File: src/rtl/pipe_alu_pkg.sv
// pipe_alu_pkg -- shared definitions for the chunked pipelined ALU.
//   alu_mode_e   : operation encodings carried on the 2-bit mode input
//   stage_ctrl_t : control portion of each stage register
//   is_arith     : true for the modes that use the adder carry chain
package pipe_alu_pkg;

  localparam int MODE_W = 2;

  typedef enum logic [MODE_W-1:0] {
    ALU_ADD = 2'b00,
    ALU_SUB = 2'b01,
    ALU_AND = 2'b10,
    ALU_XOR = 2'b11
  } alu_mode_e;

  // Control fields travelling with a beat. The data fields (partial result,
  // unresolved operand chunks) are sized per stage in the top module because
  // their widths shrink/grow along the pipe.
  typedef struct packed {
    logic              valid;
    logic [MODE_W-1:0] mode;
    logic              carry;  // carry out of the most recently resolved chunk
    logic              zero;   // all chunks resolved so far are zero
  } stage_ctrl_t;

  function automatic logic is_arith(input logic [MODE_W-1:0] m);
    return (m == ALU_ADD) || (m == ALU_SUB);
  endfunction

endpackage

File: src/rtl/alu_chunk_stage.sv
// alu_chunk_stage -- combinational CHUNK-wide ALU slice.
//   mode  : operation (pipe_alu_pkg encodings)
//   a, b  : operand chunks
//   cin   : carry into this chunk (ADD/SUB only)
//   res   : chunk result
//   cout  : carry out of this chunk (0 for AND/XOR)
//   zero  : res == 0
module alu_chunk_stage
  import pipe_alu_pkg::*;
#(
  parameter int CHUNK = 16
) (
  input  logic [MODE_W-1:0] mode,
  input  logic [CHUNK-1:0]  a,
  input  logic [CHUNK-1:0]  b,
  input  logic              cin,
  output logic [CHUNK-1:0]  res,
  output logic              cout,
  output logic              zero
);

  logic [CHUNK-1:0] b_eff;
  logic [CHUNK:0]   sum;

  // Subtraction is a + ~b + 1; the +1 arrives as the carry into chunk 0.
  assign b_eff = (mode == ALU_SUB) ? ~b : b;
  assign sum   = {1'b0, a} + {1'b0, b_eff} + {{CHUNK{1'b0}}, cin};

  always_comb begin
    res  = sum[CHUNK-1:0];
    cout = sum[CHUNK];
    case (mode)
      ALU_AND: begin
        res  = a & b;
        cout = 1'b0;
      end
      ALU_XOR: begin
        res  = a ^ b;
        cout = 1'b0;
      end
      default: ;
    endcase
  end

  assign zero = (res == '0);

endmodule

File: src/rtl/pipe_alu.sv
// pipe_alu -- WIDTH-bit ALU (ADD/SUB/AND/XOR) resolved CHUNK bits per stage.
//   clk, rst_n           : clock, asynchronous active-low reset
//   in_valid / in_ready  : operand beat handshake (in1, in2, mode)
//   out_valid / out_ready: result beat handshake
//   result               : operation result modulo 2^WIDTH
//   overflow, carry      : signed overflow / raw MSB carry (ADD/SUB only)
//   zero, sign           : result == 0, result MSB
// Stage k resolves chunk k. A stage register keeps the result bits resolved
// so far plus only the operand chunks not yet consumed, so storage moves
// from the operand side to the result side along the pipe. The whole pipe
// advances in lockstep whenever the output slot is empty or being taken.
module pipe_alu
  import pipe_alu_pkg::*;
#(
  parameter int WIDTH = 64,
  parameter int CHUNK = 16
) (
  input  logic              clk,
  input  logic              rst_n,
  input  logic              in_valid,
  output logic              in_ready,
  input  logic [WIDTH-1:0]  in1,
  input  logic [WIDTH-1:0]  in2,
  input  logic [MODE_W-1:0] mode,
  output logic              out_valid,
  input  logic              out_ready,
  output logic [WIDTH-1:0]  result,
  output logic              overflow,
  output logic              carry,
  output logic              zero,
  output logic              sign
);

  localparam int NSTG = WIDTH / CHUNK;

  if (CHUNK < 1 || (WIDTH % CHUNK) != 0) begin : g_bad_cfg
    $error("pipe_alu: WIDTH must be a positive integer multiple of CHUNK");
  end

  logic adv;

  assign adv      = !out_valid || out_ready;
  assign in_ready = adv;

  genvar gi;
  for (gi = 0; gi < NSTG; gi++) begin : g_stage
    localparam int SW = WIDTH - gi * CHUNK;  // unresolved operand bits entering
    localparam int RW = (gi + 1) * CHUNK;    // resolved result bits leaving

    logic              src_valid;
    logic [MODE_W-1:0] src_mode;
    logic [SW-1:0]     src_a;
    logic [SW-1:0]     src_b;
    logic              src_cin;
    logic              src_zero;
    logic [CHUNK-1:0]  chunk_res;
    logic              chunk_cout;
    logic              chunk_zero;
    logic [RW-1:0]     res_next;
    logic [RW-1:0]     res_reg;
    stage_ctrl_t       ctrl_next;
    stage_ctrl_t       ctrl_reg;

    if (gi == 0) begin : g_head
      assign src_valid = in_valid;
      assign src_mode  = mode;
      assign src_a     = in1;
      assign src_b     = in2;
      assign src_cin   = (mode == ALU_SUB);
      assign src_zero  = 1'b1;
      assign res_next  = chunk_res;
    end else begin : g_body
      assign src_valid = g_stage[gi-1].ctrl_reg.valid;
      assign src_mode  = g_stage[gi-1].ctrl_reg.mode;
      assign src_a     = g_stage[gi-1].g_ops.opa_reg;
      assign src_b     = g_stage[gi-1].g_ops.opb_reg;
      assign src_cin   = g_stage[gi-1].ctrl_reg.carry;
      assign src_zero  = g_stage[gi-1].ctrl_reg.zero;
      assign res_next  = {chunk_res, g_stage[gi-1].res_reg};
    end

    alu_chunk_stage #(
      .CHUNK(CHUNK)
    ) u_chunk (
      .mode(src_mode),
      .a   (src_a[CHUNK-1:0]),
      .b   (src_b[CHUNK-1:0]),
      .cin (src_cin),
      .res (chunk_res),
      .cout(chunk_cout),
      .zero(chunk_zero)
    );

    assign ctrl_next = '{
      valid: src_valid,
      mode:  src_mode,
      carry: chunk_cout,
      zero:  src_zero & chunk_zero
    };

    always_ff @(posedge clk or negedge rst_n) begin
      if (!rst_n) begin
        ctrl_reg <= '0;
        res_reg  <= '0;
      end else if (adv) begin
        ctrl_reg <= ctrl_next;
        res_reg  <= res_next;
      end
    end

    // Operand chunks still to be resolved by later stages.
    if (SW > CHUNK) begin : g_ops
      logic [SW-CHUNK-1:0] opa_reg;
      logic [SW-CHUNK-1:0] opb_reg;

      always_ff @(posedge clk or negedge rst_n) begin
        if (!rst_n) begin
          opa_reg <= '0;
          opb_reg <= '0;
        end else if (adv) begin
          opa_reg <= src_a[SW-1:CHUNK];
          opb_reg <= src_b[SW-1:CHUNK];
        end
      end
    end

    // The last chunk holds both operand MSBs, so overflow is formed here.
    if (gi == NSTG - 1) begin : g_tail
      logic ovf_next;
      logic ovf_reg;
      logic b_eff_msb;

      assign b_eff_msb = src_b[CHUNK-1] ^ (src_mode == ALU_SUB);
      assign ovf_next  = is_arith(src_mode)
                       && (src_a[CHUNK-1] == b_eff_msb)
                       && (chunk_res[CHUNK-1] != src_a[CHUNK-1]);

      always_ff @(posedge clk or negedge rst_n) begin
        if (!rst_n) begin
          ovf_reg <= 1'b0;
        end else if (adv) begin
          ovf_reg <= ovf_next;
        end
      end

      assign out_valid = ctrl_reg.valid;
      assign result    = res_reg;
      assign overflow  = ovf_reg;
      assign carry     = ctrl_reg.carry & is_arith(ctrl_reg.mode);
      assign zero      = ctrl_reg.zero;
      assign sign      = res_reg[RW-1];
    end
  end

endmodule

File: config.mk
export PLATFORM = sky130hd
export DESIGN_NAME = pipe_alu
export DESIGN_NICKNAME = d
export VERILOG_FILES = /design/src/rtl/pipe_alu_pkg.sv /design/src/rtl/alu_chunk_stage.sv /design/src/rtl/pipe_alu.sv
export SDC_FILE = /design/constraint.sdc
export NUM_CORES = 1
export LEC_CHECK = 0
export BUFFER_PORTS_ARGS = -buffer_cell sky130_fd_sc_hd__buf_2
export CAP_MARGIN = 20
export CORE_ASPECT_RATIO = 0.75
export CORE_UTILIZATION = 45
export CTS_CLUSTER_DIAMETER = 120
export DETAILED_ROUTE_END_ITERATION = 10
export PLACE_DENSITY = 0.68
export SLEW_MARGIN = 20
export SYNTH_ARGS = -nofsm -noshare
export SYNTH_HDL_FRONTEND = slang
export SYNTH_HIERARCHICAL = 1
export SYNTH_SLANG_ARGS = --single-unit
export TNS_END_PERCENT = 20
File: constraint.sdc
create_clock -name clk -period 14.5 [get_ports clk]
set_input_delay 2.175 -clock clk [delete_from_list [all_inputs] [get_ports clk]]
set_output_delay 2.175 -clock clk [all_outputs]
set_load 0.005 [all_outputs]
==> key figures, run 1 <==
Synthesis
  • Syn Nets: 2,671
  • Register area share after synthesis: between 40% and 50%
  • Yosys reg bits: about 370
  • Async SR Flop Fraction: 100.0%
  • Syn_area_per_cell: 8.603 µm²
  • Most common cell in the netlist: nand2_1
  • Leading area contributor after synthesis: dfrtp_1
  • Library cells used by synthesis: 73
  • Netlist Area Pre-Place: ~0.021 mm²
  • Gate Count Post-Synth: 2,405
  • Top cell type's share of synthesized area: ~45%
  • Primary FF master, synth: dfrtp_1
  • Top cells by count, synth: 1,160 x nand2_1, 372 x dfrtp_1, 124 x ha_1
  • Synth area leaders: dfrtp_1 45%, nand2_1 21%, ha_1 7.5%
  • Synth warnings: 6
  • Post-synth EDFFs: 0

Clock tree
  • Clk root buf: clkbuf_16
  • CTS tree: done
  • Maximum clock path buffer count: 3
  • Setup bufs post-CTS: 0
  • Sink Count: 372
  • CTS resizes: 0
  • Cts hold-fix bufs: 0
  • Clk slew on worst S/H paths: 60 ps
  • Max H-tree Level: 2
  • Worst-Skew Late Latency: between 500 and 600 ps
  • Number of buffers created by CTS: 39

Global routing
  • Largest net degree at the start of global routing: 200
  • Vias in the first global route: 16,140
  • Total track usage: 20.49%
  • Initial antenna violation count: 0
  • First-pass GRT wire length: between 80,000 and 90,000 µm
  • Grt total ovfl: 0

Layout
  • Filler cells: approximately 4,300
  • FF+latch area: ~0.0093 mm²
  • N_diodes: 0
  • Multi-input gate area: between 0.01 and 0.015 mm²
  • Fraction of layout cells with a size suffix above 1: 12.97%
  • Final #Nets: 2,810
  • Area growth, synth to finish: 10.64%

Floorplanning
  • Core Rows: 67
  • Initial Util: between 40% and 50%
  • Ports: just over 200
  • Die ar.: between 0.04 and 0.05 mm²
  • Die height: about 190 µm
  • Die width: roughly 250 µm
  • Core ar.: 0.04502 mm²

Pwr
  • Worst VDD drop: approximately 0.12 mV
  • Leakage: roughly 12 nW
  • Tot Pwr: between 5 and 6 mW
  • PD cells: approximately 240 mW/mm²

STA
  • Slew Limit Fails: 0
  • Final setup TNS: 0 ps
  • RSZ-0062 raised after global routing: no
  • Worst slew margin: between 20% and 30%
  • Final setup fails: 0
  • Worst-margin pin slew: 1060 ps
  • Worst-case clock skew: around 14 ps
  • Fmax: about 150 MHz
  • Hold Fails Final Rpt: 0
  • Final period utilization: between 40% and 50%
  • Tmin final: 6497 ps

Critical path
  • Worst stage delay on the critical path: 730 ps
  • Cell Chain, Critical Path: buf_2, nor2b_4, buf_4, clkinv_8, buf_2
  • Worst Path Buf+Inv: 4
  • Slowest cell on crit path: clkinv_8
  • Worst EP arrival: around 4300 ps
  • Critical path type: in2out
  • Worst-path maximum fanout: roughly 170
  • Startpoint Class: primary input
  • WP data required: approximately 12,000 ps
  • Crit end category: primary output
  • Crit path max-delay family: buffers and inverters
  • Most Frequent Cell on Critical Path: buf_2

Detailed routing
  • Post-DRT Antenna Nets: 0
  • Initial DRC count: 1,201
  • Vias: approximately 16,000
  • Drt total wl: between 40,000 and 50,000 µm
  • DRC: 0
  • DR pass1 iterations: 5
  • Via/cell ratio: 5.144
  • Routed len/inst: between 15 and 20 µm

Flow run
  • Max cap viols: 0

Hold path
  • Hold Path Class: reg2reg

Placed design
  • GPL Wtd Cong: about 0.91
  • Hpwl dp: roughly 33,000 µm
  • IO buf count: 203

Run status
  • Outcome: finished, final reports clean
## power breakdown
part	internal (mW)	total, mW	switching (mW)
Combinational	1.17	2.89	1.72
Clock	0.542	0.950	0.409
Sequential	1.47	1.76	0.289
Total	3.18	5.60	2.42
## layout by cell type (no fill, tap or decap), types with 23 or more instances in the layout
cell type,instances
nand2_1,1160
dfrtp_1,372
buf_2,202
ha_1,124
xnor2_1,77
a21oi_1,60
nor2_1,51
clkbuf_16,41
mux2i_1,38
o21ai_0,35
inv_1,34
o211ai_1,29
o21a_1,24
nor3_1,23
## final timing paths
path                            cells after the start  slack, ps              startpoint                     end
min in group asynchronous                           1       1670                   rst_n              result[49]
max in group asynchronous                           3      10670                   rst_n  g_stage[2].res_reg[24]
worst max-delay path                                5       8000               out_ready                in_ready
worst max register to register                     16       9320  g_stage[1].src_mode[1]     g_stage[2].src_zero
worst min register to register                      2        460              result[35]              result[35]
worst min-delay path                                2        460              result[35]              result[35]
## metrics by stage
stage                     std cells  utilization (%)  setup slack (ps)  area (µm²)  hold slack, ps
after floorplan                2405                -              8474       20690           430.0
after global placement         3089            48.20              8045       21700           444.5
after detailed placement       3089            48.20              8026       21700           450.9
after CTS                      3154            50.85              8027       22890           454.6
after global routing           3154            50.85              7822       22890           476.2
final                          3154            50.85              8003       22890           458.6
## cells by family (layout without fill, tap and decap cells)
kind of cell / after synthesis / in the layout / share of synthesized area, %
AO/OA/AOI/OAI: 260 / 260 / 8.980
XOR/XNOR: 90 / 90 / 3.810
adder cells (fa/ha/maj): 132 / 132 / 8.273
buffers and inverters: 156 / 319 / 4.971
flip-flops: 372 / 372 / 44.99
multiplexers: 57 / 57 / 2.873
AND/OR/NAND/NOR: 1338 / 1338 / 26.10
## layer usage
metal	vias to the layer above	routed length (µm)	share of wire, %	GRT usage, %
met2	310	21530	45	32.68
met3	58	1903	4.0	2.721
met1	7732	23180	49	29.66
met4	0	811	1.7	4.606
met5	-	0	0	0
li1	8123	-	-	-
## area by class of cell
class,count,area share (%)
clock buffers,48,4.684
clock inverters,17,0.5302
inverters,35,0.6286
multi-input cells,1877,45.23
flip-flops and latches,372,40.67
well taps,586,3.203
repair buffers,219,5.061
## tightest hold or removal path, delay by kind of cell (launching register included)
kind	cells	cell delay [ps]
AND/OR/NAND/NOR	2	100
flip-flops	1	340
Note: power is estimated with default switching activity, not from simulation.
==> run 2: changes to the inputs <==
- ABC_AREA: not set -> 1
- clock period: 14.5 -> 6.8 ns (I/O delays scaled with it)
==> key figures, run 2 <==
Run status
  • Outcome: finished, final reports clean

Clock tree
  • Clk root buf: clkbuf_16
  • Clk slew on worst S/H paths: roughly 60 ps
  • CTS resizes: 0
  • Number of buffers created by CTS: 38
  • Max H-tree Level: 2
  • CTS tree: done
  • Worst-Skew Late Latency: approximately 570 ps
  • Cts hold-fix bufs: 0
  • Maximum clock path buffer count: 3
  • Sink Count: 372
  • Setup bufs post-CTS: 0

Layout
  • Final #Nets: about 3,300
  • Multi-input gate area: slightly above 0.01 mm²
  • Filler cells: about 4,600
  • FF+latch area: between 0.009 and 0.01 mm²
  • Most common cell after layout, fill and taps aside: nand2_1
  • Area growth, synth to finish: 10.81%
  • Fraction of layout cells with a size suffix above 1: between 10 and 15%
  • N_diodes: 0
  • Most frequent cells in the layout: 1,400 x nand2_1, 372 x dfrtp_1, 229 x inv_1

Synthesis
  • Synth warnings: 6
  • Top cells by count, synth: 1,400 x nand2_1, 372 x dfrtp_1, 229 x inv_1
  • Netlist Area Pre-Place: 0.02147 mm²
  • Leading area contributor after synthesis: dfrtp_1
  • Most common cell in the netlist: nand2_1
  • Gate Count Post-Synth: 2,870
  • Async SR Flop Fraction: 100.0%
  • Post-synth EDFFs: 0
  • Syn Nets: ~3,100
  • Library cells used by synthesis: 32
  • Yosys reg bits: ~370
  • Register area share after synthesis: a little over two fifths
  • Synth area leaders: dfrtp_1 43%, nand2_1 24%, ha_1 7.2%
  • Top cell type's share of synthesized area: 43.35%
  • Syn_area_per_cell: between 7 and 8 µm²
  • Primary FF master, synth: dfrtp_1

Global routing
  • Largest net degree at the start of global routing: 178
  • Total track usage: between 20% and 30%
  • Initial antenna violation count: 0
  • Grt total ovfl: 0
  • Vias in the first global route: 17,130
  • First-pass GRT wire length: between 80,000 and 90,000 µm

Hold path
  • Worst Hold Path Cells: 2
  • Hold Path Class: reg2reg
  • Worst Hold End: result[53]
  • Min-delay src: result[53]

Critical path
  • Cell Chain, Critical Path: nand2_2, xnor2_1, fa_1, inv_1, fa_1, inv_1, nand2_1, nand2_2, nand3_2, nand2_2, nand3_1, nand2_1, nand2_1, inv_1, nor2_1, nor2_1, nand3_1, nor2_2, nand3_1, nand2_1
  • Critical path type: reg2reg
  • Crit end category: flip-flop
  • Reg-to-reg endpoint: zero
  • R2R Setup Slk: between 2000 and 3000 ps
  • Worst-path maximum fanout: 20
  • Slowest cell on crit path: dfrtp_1
  • Worst stage delay on the critical path: between 900 and 1000 ps
  • WP data required: approximately 7300 ps
  • Startpoint Class: flip-flop
  • Most Frequent Cell on Critical Path: nand2_1
  • Reg-to-reg critical path startpoint: g_stage[3].src_mode[0]
  • R2R cell count: 20
  • Worst EP arrival: approximately 4500 ps

Pwr
  • PD cells: between 500 and 600 mW/mm²
  • Pint: roughly 6.6 mW
  • Leakage: 13.45 nW
  • Switch Pwr: around 5.6 mW
  • Share of total power in sequential cells: a little under a third
  • Worst VDD drop: a little over 0.2 mV
  • Switching share of total power: a little under half
  • Clk pwr share: approximately 17%
  • Comb pwr share: 51.9%

STA
  • Worst slew margin: a little under a third
  • Final setup TNS: 0 ps
  • Worst-case clock skew: 18.54 ps
  • Hold_ws: between 400 and 500 ps
  • Hold Fails Final Rpt: 0
  • Fmax: 248.7 MHz
  • Tmin final: 4021 ps
  • RSZ-0062 raised after global routing: no
  • Final setup fails: 0
  • Worst-margin pin slew: about 1000 ps
  • Final period utilization: about three fifths
  • Slew Limit Fails: 0

Detailed routing
  • Initial DRC count: ~1,300
  • Via/cell ratio: ~4.9
  • DRC: 0
  • DR pass1 iterations: 6
  • Routed len/inst: between 10 and 15 µm
  • Drt total wl: 51,200 µm
  • Post-DRT Antenna Nets: 0
  • Vias: ~18,000

Floorplanning
  • Die width: approximately 250 µm
  • Die height: approximately 190 µm
  • Core Rows: 68
  • Initial Util: 46.14%
  • Die ar.: about 0.05 mm²
  • Ports: ~200
  • Core ar.: approximately 0.047 mm²

Placed design
  • IO buf count: 203
  • Hpwl dp: 35,970 µm
  • GPL Wtd Cong: slightly below 0.9

Flow run
  • Max cap viols: 0
## run 2: changes by cell type in the layout (fill, tap and decap cells not counted), moves of 27 or more
cell | previous run | this run
inv_1 | 34 | 229
nand3_1 | 12 | 220
nand2_2 | 0 | 27
mux2i_1 | 38 | 0
nand2_1 | 1160 | 1400
o211ai_1 | 29 | 0
nor2_1 | 51 | 90
inv_2 | 0 | 29
## run 2: power by group through the flow
| stage | Sequential, mW | Clock (mW) | Combinational (mW) |
|---|---|---|---|
| finish | 3.80 | 2.04 | 6.30 |
| floorplan | 3.63 | 0 | 5.00 |
| CTS | 3.81 | 2.11 | 6.34 |
| detailed placement | 3.84 | 0 | 6.30 |
| global route | 3.92 | 2.20 | 7.31 |
| global placement | 3.81 | 0 | 6.17 |
## run 2: worst max-delay path by stage
stage	startpoint	endpoint	slack (ps)	cells after the start
floorplan	mode[1]	g_stage[1].src_zero	3250	21
finish	g_stage[3].src_mode[0]	zero	2780	20
global route	g_stage[2].src_mode[0]	g_stage[3].src_zero	2410	20
detailed placement	mode[1]	g_stage[1].src_zero	2510	20
global placement	mode[1]	g_stage[1].src_zero	2510	20
CTS	g_stage[3].src_mode[0]	zero	2720	20
## run 2: cell families (layout without fill, tap and decap cells)
| family | count (synthesis) | in the layout | synth area share (%) |
|---|---|---|---|
| xor gates and xnor gates | 65 | 65 | 2.651 |
| AOI/OAI and AO/OA | 124 | 124 | 3.252 |
| DFF | 372 | 372 | 43.35 |
| buffers and inverters | 379 | 543 | 8.653 |
| and+or+nand+nor | 1798 | 1798 | 34.12 |
| adders and majority gates | 132 | 132 | 7.972 |
## run 2: layer usage
metal / wire, µm / global-route usage (%) / up-vias
li1: - / - / 9127
met1: 24940 / 30.48 / 8367
met2: 22720 / 33.65 / 352
met3: 2681 / 3.976 / 64
met4: 856 / 4.981 / 0
met5: 0 / 0 / -
## run 2: stage by stage
step	area, µm²	util [%]	setup WS [ps]	std cells	power [mW]
floorplan	21470	-	3255	2870	8.632
global placement	22570	48.49	2512	3598	9.978
detailed placement	22570	48.49	2509	3598	10.14
CTS	23760	51.06	2724	3663	12.27
global route	23790	51.12	2410	3664	13.43
finish	23790	51.12	2779	3664	12.14
## run 2: critical path: cells and delay by family, from the launching register on
| family | cells | cell delay, ps |
|---|---|---|
| xor gates and xnor gates | 1 | 350 |
| DFF | 1 | 910 |
| buffers and inverters | 3 | 220 |
| adders and majority gates | 2 | 660 |
| and+or+nand+nor | 14 | 1790 |
## run 2: final cells by class
cell class | count | share of cell area, %
clock buffer | 49 | 4.423
clock inverter | 16 | 0.5995
inverter | 265 | 4.286
multi-input combinational | 2119 | 43.37
sequential | 372 | 39.12
tap | 630 | 3.313
timing repair buffer | 213 | 4.885
